==> src/rtl/pixel_keystream_cipher.sv <==
`default_nettype none
// ============================================================================
// Module   : pixel_keystream_cipher
// Purpose  : Chained keystream cipher for a raster pixel stream.
//            Encrypt: C[i] = ((P[i] + K[i]) mod 256) ^ C[i-1]
//            Decrypt: P[i] = ((C[i] ^ C[i-1]) - K[i]) mod 256
//            C[-1] is the per-frame IV latched on start.
// Ports    : clk, rst (async, active-high)
//            start/mode/iv/frame_len  - frame configuration, taken in IDLE only
//            ks_valid/ks_data/ks_ready  - keystream input (bits [7:0] used)
//            pix_valid/pix_data/pix_ready - input pixel stream
//            out_valid/out_data/out_last/out_ready - registered output stream
//            busy  - frame in progress (RUN or FLUSH)
//            done  - one-cycle pulse once the frame has fully drained
// Revision : 1.0 - initial release
// ============================================================================
module pixel_keystream_cipher #(
  parameter int KS_W  = 23,
  parameter int CNT_W = 20
) (
  input  logic             clk,
  input  logic             rst,
  input  logic             start,
  input  logic             mode,
  input  logic [7:0]       iv,
  input  logic [CNT_W-1:0] frame_len,
  input  logic             ks_valid,
  input  logic [KS_W-1:0]  ks_data,
  output logic             ks_ready,
  input  logic             pix_valid,
  input  logic [7:0]       pix_data,
  output logic             pix_ready,
  output logic             out_valid,
  output logic [7:0]       out_data,
  output logic             out_last,
  input  logic             out_ready,
  output logic             busy,
  output logic             done
);

  typedef enum logic [1:0] {
    IDLE  = 2'd0,
    RUN   = 2'd1,
    FLUSH = 2'd2
  } state_t;

  state_t           state;
  state_t           state_next;
  logic             mode_q;
  logic [CNT_W-1:0] len_q;
  logic [CNT_W-1:0] count;
  logic [7:0]       chain;
  logic             fire;
  logic             drain;
  logic             last_pix;
  logic [7:0]       key;
  logic [7:0]       enc_result;
  logic [7:0]       dec_result;
  logic [7:0]       result;
  logic [7:0]       next_chain;

  // Only the low keystream byte carries key material.
  logic unused_ks_hi;
  assign unused_ks_hi = ^ks_data[KS_W-1:8];

  assign key        = ks_data[7:0];
  assign enc_result = (pix_data + key) ^ chain;
  assign dec_result = (pix_data ^ chain) - key;
  assign result     = mode_q ? dec_result : enc_result;
  // The chain always follows the ciphertext: produced value when
  // encrypting, the incoming pixel when decrypting.
  assign next_chain = mode_q ? pix_data : enc_result;
  // len_q is never zero while in RUN, so len_q-1 cannot underflow there.
  assign last_pix   = (count == (len_q - CNT_W'(1)));

  assign ks_ready  = fire;
  assign pix_ready = fire;
  assign busy      = (state != IDLE);

  always_ff @(posedge clk or posedge rst) begin
    if (rst) begin
      state <= IDLE;
    end else begin
      state <= state_next;
    end
  end

  always_comb begin
    state_next = state;
    fire       = 1'b0;
    drain      = 1'b0;
    case (state)
      IDLE: begin
        if (start) begin
          state_next = (frame_len == '0) ? FLUSH : RUN;
        end
      end
      RUN: begin
        // Join: keystream and pixel are consumed only together, and only
        // when the output register can take the result.
        fire = ks_valid & pix_valid & (~out_valid | out_ready);
        if (fire && last_pix) begin
          state_next = FLUSH;
        end
      end
      FLUSH: begin
        drain = ~out_valid | out_ready;
        if (drain) begin
          state_next = IDLE;
        end
      end
      default: state_next = IDLE;
    endcase
  end

  always_ff @(posedge clk or posedge rst) begin
    if (rst) begin
      mode_q    <= 1'b0;
      len_q     <= '0;
      count     <= '0;
      chain     <= 8'h00;
      out_valid <= 1'b0;
      out_data  <= 8'h00;
      out_last  <= 1'b0;
      done      <= 1'b0;
    end else begin
      done <= drain;
      if (state == IDLE && start) begin
        mode_q <= mode;
        len_q  <= frame_len;
        count  <= '0;
        chain  <= iv;
      end
      if (fire) begin
        // A fire in the same cycle as an accept replaces the old pixel.
        out_valid <= 1'b1;
        out_data  <= result;
        out_last  <= last_pix;
        count     <= count + CNT_W'(1);
        chain     <= next_chain;
      end else if (out_ready) begin
        out_valid <= 1'b0;
        out_last  <= 1'b0;
      end
    end
  end

endmodule
`default_nettype wire
==> config.mk <==
export PLATFORM = sky130hd
export DESIGN_NAME = pixel_keystream_cipher
export DESIGN_NICKNAME = d
export VERILOG_FILES = /design/src/rtl/pixel_keystream_cipher.sv
export SDC_FILE = /design/constraint.sdc
export NUM_CORES = 1
export LEC_CHECK = 0
export CAP_MARGIN = 20
export CORE_UTILIZATION = 30
export CTS_BUF_LIST = sky130_fd_sc_hd__clkbuf_16
export DETAILED_ROUTE_END_ITERATION = 7
export PLACE_DENSITY = 0.5
export SETUP_SLACK_MARGIN = 0.1
export SYNTH_ARGS = -nofsm -noshare
export SYNTH_HDL_FRONTEND = slang
export SYNTH_SLANG_ARGS = --single-unit
==> constraint.sdc <==
create_clock -name clk -period 3.1 [get_ports clk]
set_input_delay 0.62 -clock clk [delete_from_list [all_inputs] [get_ports clk]]
set_output_delay 0.62 -clock clk [all_outputs]
set_load 0.005 [all_outputs]
==> results of run 1 <==
## cell type report
cell class / instances / area (um^2) / share of cell area
clock buffer: 9 / 225.2 / 0.04187
clock inverter: 7 / 55.05 / 0.01023
inverter: 24 / 93.84 / 0.01745
multi-input combinational: 386 / 2435 / 0.4527
sequential: 62 / 1551 / 0.2884
tap: 176 / 220.2 / 0.04094
timing repair buffer: 85 / 798.3 / 0.1484
## cell families after synthesis
family / Yosys count / synth area share
AND/OR/NAND/NOR: 220 / 0.2578
AO/OA/AOI/OAI: 95 / 0.1533
buffers and inverters: 44 / 0.04367
multiplexers: 7 / 0.01687
XOR/XNOR: 46 / 0.09699
flip-flops: 62 / 0.3735
adder cells (fa/ha/maj): 18 / 0.05783
## worst paths after layout
path,end,from,slack (ns)
max in group asynchronous,count[6],rst,1.76
hold / removal,out_data[2],out_data[2],0.48
setup / recovery,pix_ready,out_ready,0.22
hold reg to reg,out_data[2],out_data[2],0.48
min in group asynchronous,done,rst,0.59
setup reg to reg,out_last,len_q[7],0.39
## per-stage QoR
step	util	instance area, um^2	total power, uW
2_1_floorplan	-	4154	2366
3_3_place_gp	0.3807	5081	2866
3_5_place_dp	0.3807	5081	2898
4_1_cts	0.4017	5361	3897
5_1_grt	0.4030	5379	4183
6_report	0.4030	5379	3862
## synth_stat cells, drive strengths merged (4+ instances only)
cell type,count
nor3b,4
dfrtp,62
nand3,13
nand4,12
a21o,6
buf,7
xnor2,24
mux2i,7
clkbuf,13
a21oi,20
ha,16
a211oi,4
nor2,33
nor4,7
nor3,11
nand2,103
and3,11
nand3b,4
nand2b,4
xor2,22
o211ai,4
a31oi,7
o31ai,5
o21ai,28
inv,23
## routing by layer
metal	wire, um	track usage	vias up
li1	-	-	1882
met1	5310	0.2230	1767
met2	5407	0.2836	64
met4	132	0.04922	0
met5	0	0	-
met3	443	0.03897	10
## flip-flops by register name, indices dropped and copies added, names as in the netlist
| signal | flops |
|---|---|
| count | 20 |
| len_q | 20 |
| chain | 8 |
| out_data | 8 |
| state | 2 |
| done | 1 |
| mode_q | 1 |
| out_last | 1 |
| out_valid | 1 |
## critical path, stage by stage
cell and delay [ns]:
clkdlybuf4s50_1 0.49, nand2b_4 0.14, and4_4 0.22, nand2_1 0.11, clkinvlp_4 0.16, clkdlybuf4s50_1 0.52
## power breakdown
group	switching, uW	leakage, uW	total [uW]	internal (uW)
registers	341	0.000788	1380	1040
clock network	362	0.000139	969	607
logic	712	0.00145	1510	800
## repair_timing
item / CTS / global route
hold endpoints to repair: 0 / 0
resized for setup: 0 / 4
endpoints found under the setup margin: 0 / 3
==> impl_metrics.ini, run 1 <==
[run_status]
run_status = finished clean

[logic_synthesis]
yosys.area.top_type_share = 0.3735
ys_warn_count = 0
syn_nets = 576
async_flop_share = 1.000
synth_top_area_cell = dfrtp_1
synth_edf_count = 0
synth_ff_type = dfrtp_1
ys_types = 60
synth.area.top_cells = dfrtp_1, nand2_1, xnor2_1
synthCells = 492
syn_area_per_cell_um2 = 8.443
synthesis.area_mm2 = 0.004154
ys_seq_area_frac = 0.3735
ys_ff_latch = 62

[grt]
grtUsageTotal = 0.1715
antenna_found_initial = 0
grt_pass1_wl_um = 19150
grt_overflow = 0
grt_pass1_vias = 3792
grt_max_degree = 33

[pwr]
ir_worst_vdd_mv = 0.3371
p_leak_uw = 0.002380
powerDensity_mw_per_mm2 = 717.9

[sta]
skew_ns = 0.008485
fin_ws_ns = 0.2174
fmax_mhz = 346.9
whs_ns = 0.4810
max_slew_margin = 0.4778
rsz0062_at_grt = false
slew_violations = 0
report.final.hold_viol_count = 0
post-route-period-util = 0.9299
tns_ns = 0
worst_slew_pin_slew_ns = 0.7834
setup_viol = 0
layout_min_cycle_time_ns = 2.883

[place]
dp_cells = 733
port-buffer-count = 64
place_ws_ns = -0.003310
dp_hpwl_um = 8569
place_congestion = 0.8162

[clocking]
htreeDepth = 3
path_clk_slew_ns = 0.06
post_cts_buffers = 0
ctsLongestPathBuffers = 2
clock_sinks = 62
cts_made_buffers = 9
insertion_delay_ns = 0.34
cts_tree = done
cts_hold_buf = 0
cts_root_buf = clkbuf_16

[floorplanning]
ioPinCount = 80
core_region_area_mm2 = 0.01335
chipWidth_um = 119.7
die_y_um = 119.7
num_rows = 42
start_util = 0.3112
die_area_mm2 = 0.01432

[final_layout]
syn2layout_area_growth_pct = 29.49
n_antenna_cell = 0
final_cell_mix = nand2_1, clkdlybuf4s50_1, dfrtp_1, nor2_1, o21ai_0
fin_nets = 652
final_common_cell = nand2_1
layout.cells.non_filler = 749
fill_cells = 1371
drive_gt1_frac = 0.08901

[worst_setup_path]
endpoint_kind = primary output
critPathLaunchType = primary input
cp_data_arrival_time_ns = 2.26
worstSetupPathType = in -> out
worstRegToRegCells = 7
crit_fanout = 4
cp.required_ns = 2.48

[route]
ant_nets = 0
drc = 0
drt-total-wl_um = 11290
drt-initial-drc-count = 182
drt_pass1_iterations = 4
num_vias = 3723
avgRoutedWirePerCell_um = 15.08
via_per_inst = 4.971

[hold_path]
hold_class = reg -> reg
whs_path_depth = 1

[flow_run]
cap_violations = 0
Power figures use the tool's default switching activity.
==> run 2: changes to the inputs <==
clock period = 3.4 ns   (was 3.1 ns; I/O delays follow)
==> run 2 against run 1 <==
Total power decreased by 13%. Clock power decreased by 19%. Largest power group unchanged. First-iteration DRC count decreased by 6.0%. Worst setup slack improved by 0.090 ns. Critical path depth unchanged. Sequential power decreased by 9%.
==> impl_metrics.ini, run 2 (synthesis results as in run 1) <==
[run_status]
run_status = finished clean

[clocking]
post_cts_buffers = 0
cts_tree = done
path_clk_slew_ns = 0.05
htreeDepth = 3
ctsLongestPathBuffers = 2
cts_made_buffers = 9
insertion_delay_ns = 0.33
cts_root_buf = clkbuf_16
cts_resized = 0
cts_hold_buf = 0
clock_sinks = 62

[worst_setup_path]
critPathLaunchType = primary input
cp_data_arrival_time_ns = 2.41
crit_top_cell = clkdlybuf4s50_1
worstPathBufferInverterCount = 3
cp_slowest_stage_delay_ns = 0.53
endpoint_kind = primary output
cp.required_ns = 2.72
crit_fanout = 4
crit_family = buffers and inverters
worstSetupPathType = in -> out
slowest_stage = clkdlybuf4s50_1
cp_cell_sequence = clkdlybuf4s50_1 -> nand2b_1 -> and4_1 -> nand2_1 -> clkinv_1 -> clkdlybuf4s50_1

[place]
port-buffer-count = 64
dp_cells = 722
dp_hpwl_um = 8203
place_area_mm2 = 0.005011
place_ws_ns = 0.1774
place_congestion = 0.8117

[final_layout]
fill_cells = 1409
fin_nets = 641
reg.largest.list = count: 20 flops, len_q: 20 flops
drive_gt1_frac = 0.06261
n_antenna_cell = 0
final_cell_mix = nand2_1, clkdlybuf4s50_1, dfrtp_1, nor2_1, o21ai_0
syn2layout_area_growth_pct = 26.48
final_core_util = 0.3936
layout.cells.non_filler = 735
fin_area_mm2 = 0.005254
final_common_cell = nand2_1

[floorplanning]
num_rows = 42
die_y_um = 119.7
die_area_mm2 = 0.01432
start_util = 0.3112
chipWidth_um = 119.7
ioPinCount = 80
core_region_area_mm2 = 0.01335

[route]
ant_nets = 0
drc = 0
avgRoutedWirePerCell_um = 15.12
drt-initial-drc-count = 171
drt_pass1_iterations = 4
drt-total-wl_um = 11110
via_per_inst = 4.988
num_vias = 3666

[grt]
grt_pass1_vias = 3675
grt_pass1_wl_um = 18210
grt_overflow = 0
grtUsageTotal = 0.1656
grt_max_degree = 60
antenna_found_initial = 0

[sta]
rsz0062_at_grt = false
max_slew_margin = 0.4519
skew_ns = 0.004596
worst_slew_pin_slew_ns = 0.8221
fmax_mhz = 323.3
report.final.hold_viol_count = 0
setup_viol = 0
fin_ws_ns = 0.3073
slew_violations = 0
layout_min_cycle_time_ns = 3.093
tns_ns = 0
post-route-period-util = 0.9096

[flow_run]
cap_violations = 0

[pwr]
powerDensity_mw_per_mm2 = 641.3
ir_worst_vdd_mv = 0.3218
p_leak_uw = 0.002309

[hold_path]
hold_class = reg -> reg
==> run 2: layout make-up <==
type / count / area, um^2 / area share
Inverter: 24 / 90.09 / 0.01715
Clock buffer: 9 / 225.2 / 0.04287
Timing Repair Buffer: 74 / 728.2 / 0.1386
Sequential cell: 62 / 1551 / 0.2953
Tap cell: 176 / 220.2 / 0.04191
Multi-Input combinational cell: 386 / 2421 / 0.4608
Clock inverter: 4 / 17.52 / 0.003334
==> run 2: worst register-to-register path, cell delays in order (launching register included) <==
cell,delay (ns)
dfrtp_1,0.45
nor4_2,0.31
buf_4,0.19
nand3_2,0.10
or4_4,0.52
a2111oi_4,0.35
o2111ai_1,0.18
a211oi_2,0.40
a32o_1,0.19
==> run 2: through the flow <==
step / power (uW) / hold slack, ns
6_report: 3369 / 0.4733
5_1_grt: 3645 / 0.5041
4_1_cts: 3404 / 0.4787
3_5_place_dp: 2596 / 0.4666
3_3_place_gp: 2572 / 0.4681
2_1_floorplan: 2157 / 0.4629
==> run 2: final timing paths <==
kind / from / end / slack (ns) / cells after the start
setup reg to reg: len_q[6] / out_last / 0.67 / 8
hold reg to reg: out_data[2] / out_data[2] / 0.47 / 1
setup / recovery: out_ready / ks_ready / 0.31 / 6
min in group asynchronous: rst / done / 0.53 / 2
hold / removal: out_data[2] / out_data[2] / 0.47 / 1
max in group asynchronous: rst / len_q[5] / 2.34 / 3
==> run 2: routing by layer <==
layer	routed length (um)	vias up	share of wire	global-route usage
li1	-	1855	-	-
met1	5418	1743	0.49	0.2195
met2	5193	57	0.47	0.2648
met3	335	11	0.030	0.04278
met4	164	0	0.015	0.04766
met5	0	-	0	0
==> run 2: power breakdown <==
group          switching, uW  internal [uW]
sequential               310            949
combinational            634            692
clock                    313            472
==> run 3: changes to the inputs <==
clock period = 2.9 ns   (was 3.4 ns; I/O delays follow)
==> run 3 against run 2 <==
Register-to-register slack worse by 0.41 ns. Global-route usage up 0.46 points. Largest cell class unchanged. Worst setup slack worse by 0.12 ns. Highest routed layer unchanged.
==> impl_metrics.ini, run 3 (synthesis results as in run 1) <==
[sta]
fmax_mhz = 368.7
slew_violations = 0
fin_ws_ns = 0.1881
setup_viol = 0
worst_slew_pin_slew_ns = 0.4460
max_slew_margin = 0.7016
post-route-period-util = 0.9351
skew_ns = 0.007375
report.final.hold_viol_count = 0
layout_min_cycle_time_ns = 2.712
rsz0062_at_grt = false

[pwr]
power.internal_uw = 2754
switchingPower_uw = 1537
powerDensity_mw_per_mm2 = 781.5
fin_total_pwr_uw = 4291
p_clk_frac = 0.274
p_leak_uw = 0.002453
power_frac_seq = 0.333
netSwitchingFraction = 0.3582
ir_worst_vdd_mv = 0.3716
comb_power_share = 0.393

[grt]
antenna_found_initial = 0
grt_overflow = 0
grtUsageTotal = 0.1702
grt_pass1_wl_um = 18720
grt_max_degree = 63
grt_pass1_vias = 3829

[place]
dp_cells = 741
dp_hpwl_um = 8349
port-buffer-count = 64
place_congestion = 0.8340
place_ws_ns = -0.1173

[clocking]
ctsLongestPathBuffers = 2
cts_tree = done
insertion_delay_ns = 0.34
clock_sinks = 62
path_clk_slew_ns = 0.06
cts_made_buffers = 9
htreeDepth = 3
post_cts_buffers = 0
cts_root_buf = clkbuf_16

[floorplanning]
ioPinCount = 80
die_y_um = 119.7
num_rows = 42
core_region_area_mm2 = 0.01335
die_area_mm2 = 0.01432
chipWidth_um = 119.7
start_util = 0.3112

[route]
ant_nets = 0
drc = 0
via_per_inst = 4.942
avgRoutedWirePerCell_um = 14.71
drt_pass1_iterations = 4
drt-total-wl_um = 11130
num_vias = 3741
drt-initial-drc-count = 186

[final_layout]
fill_cells = 1349
reg.largest.list = count: 20 flops, len_q: 20 flops
drive_gt1_frac = 0.1084
seq_area_mm2 = 0.001551
n_antenna_cell = 0
multi_input_area_mm2 = 0.002430
syn2layout_area_growth_pct = 32.17
final_common_cell = nand2_1
layout.cells.non_filler = 757
fin_nets = 660
final_cell_mix = nand2_1, clkdlybuf4s50_1, dfrtp_1, nor2_1

[worst_setup_path]
endpoint = pix_ready
r2r_slack_ns = 0.26
cp_data_arrival_time_ns = 2.13
worstSetupPathType = in -> out
endpoint_kind = primary output
worstSetupStartpoint = out_ready
crit_fanout = 4
r2r_start = len_q[6]
reg2reg_to = out_last
cp.required_ns = 2.32
critPathLaunchType = primary input
worstRegToRegCells = 7

[hold_path]
hold_class = reg -> reg

[run_status]
run_status = finished clean

[flow_run]
cap_violations = 0
[run 3: cell types whose count changed in the layout (fill, tap and decap cells not counted), sizes merged, moves of 2 or more]
cell,previous run,this run
bufinv,0,2
buf,10,29
inv,23,25
clkinv,5,2
clkinvlp,0,2
[run 3: worst min path at each step]
stage	start	endpoint	slack, ns	cells after the start
2_1_floorplan	out_valid	done	0.46	1
3_3_place_gp	out_data[2]	out_data[2]	0.47	1
3_5_place_dp	out_valid	done	0.47	1
4_1_cts	out_valid	done	0.48	1
5_1_grt	out_valid	done	0.50	1
6_report	out_valid	done	0.48	1
[run 3: critical path, cell delays in order]
cell and delay [ns]:
clkdlybuf4s50_1 0.48, nand2b_1 0.13, and4_4 0.26, nand2_2 0.09
inv_4 0.09, clkdlybuf4s50_1 0.50
[run 3: through the flow]
stage	hold WS [ns]	instance area [um^2]	TNS, ns	utilization
after detailed placement	0.4713	5154	-0.3004	0.3861
after CTS	0.4819	5480	0	0.4106
after global placement	0.4656	5154	-0.2295	0.3861
after global routing	0.5013	5490	0	0.4113
final	0.4775	5490	0	0.4113
after floorplan	0.4629	4154	0	-
[run 3: routing by layer]
| metal | global-route usage | up-vias | share of wire |
|---|---|---|---|
| met5 | 0 | - | 0 |
| met4 | 0.06328 | 0 | 0.023 |
| met3 | 0.04990 | 15 | 0.052 |
| met2 | 0.2778 | 84 | 0.47 |
| met1 | 0.2117 | 1750 | 0.46 |
| li1 | - | 1892 | - |
[run 3: cell type report]
type | count | share of cell area
Inverter | 24 | 0.01686
Clock buffer | 9 | 0.04102
Clock inverter | 7 | 0.01778
Tap cell | 176 | 0.04011
Timing Repair Buffer | 93 | 0.1591
Multi-Input combinational cell | 386 | 0.4426
Sequential cell | 62 | 0.2826
[run 3: what timing repair did]
action | CTS | global route
hold buffers | 0 | 0
resized for setup | 3 | 4
pin swaps | 0 | 1
cloned | 0 | 0
endpoints found under the setup margin | 2 | 6
[run 3: power groups by stage]
stage / clock network [uW] / logic (uW) / registers [uW]
3_3_place_gp: 0 / 1660 / 1430
5_1_grt: 1240 / 1900 / 1480
4_1_cts: 1210 / 1700 / 1430
6_report: 1180 / 1690 / 1430
3_5_place_dp: 0 / 1690 / 1440
2_1_floorplan: 0 / 1190 / 1340
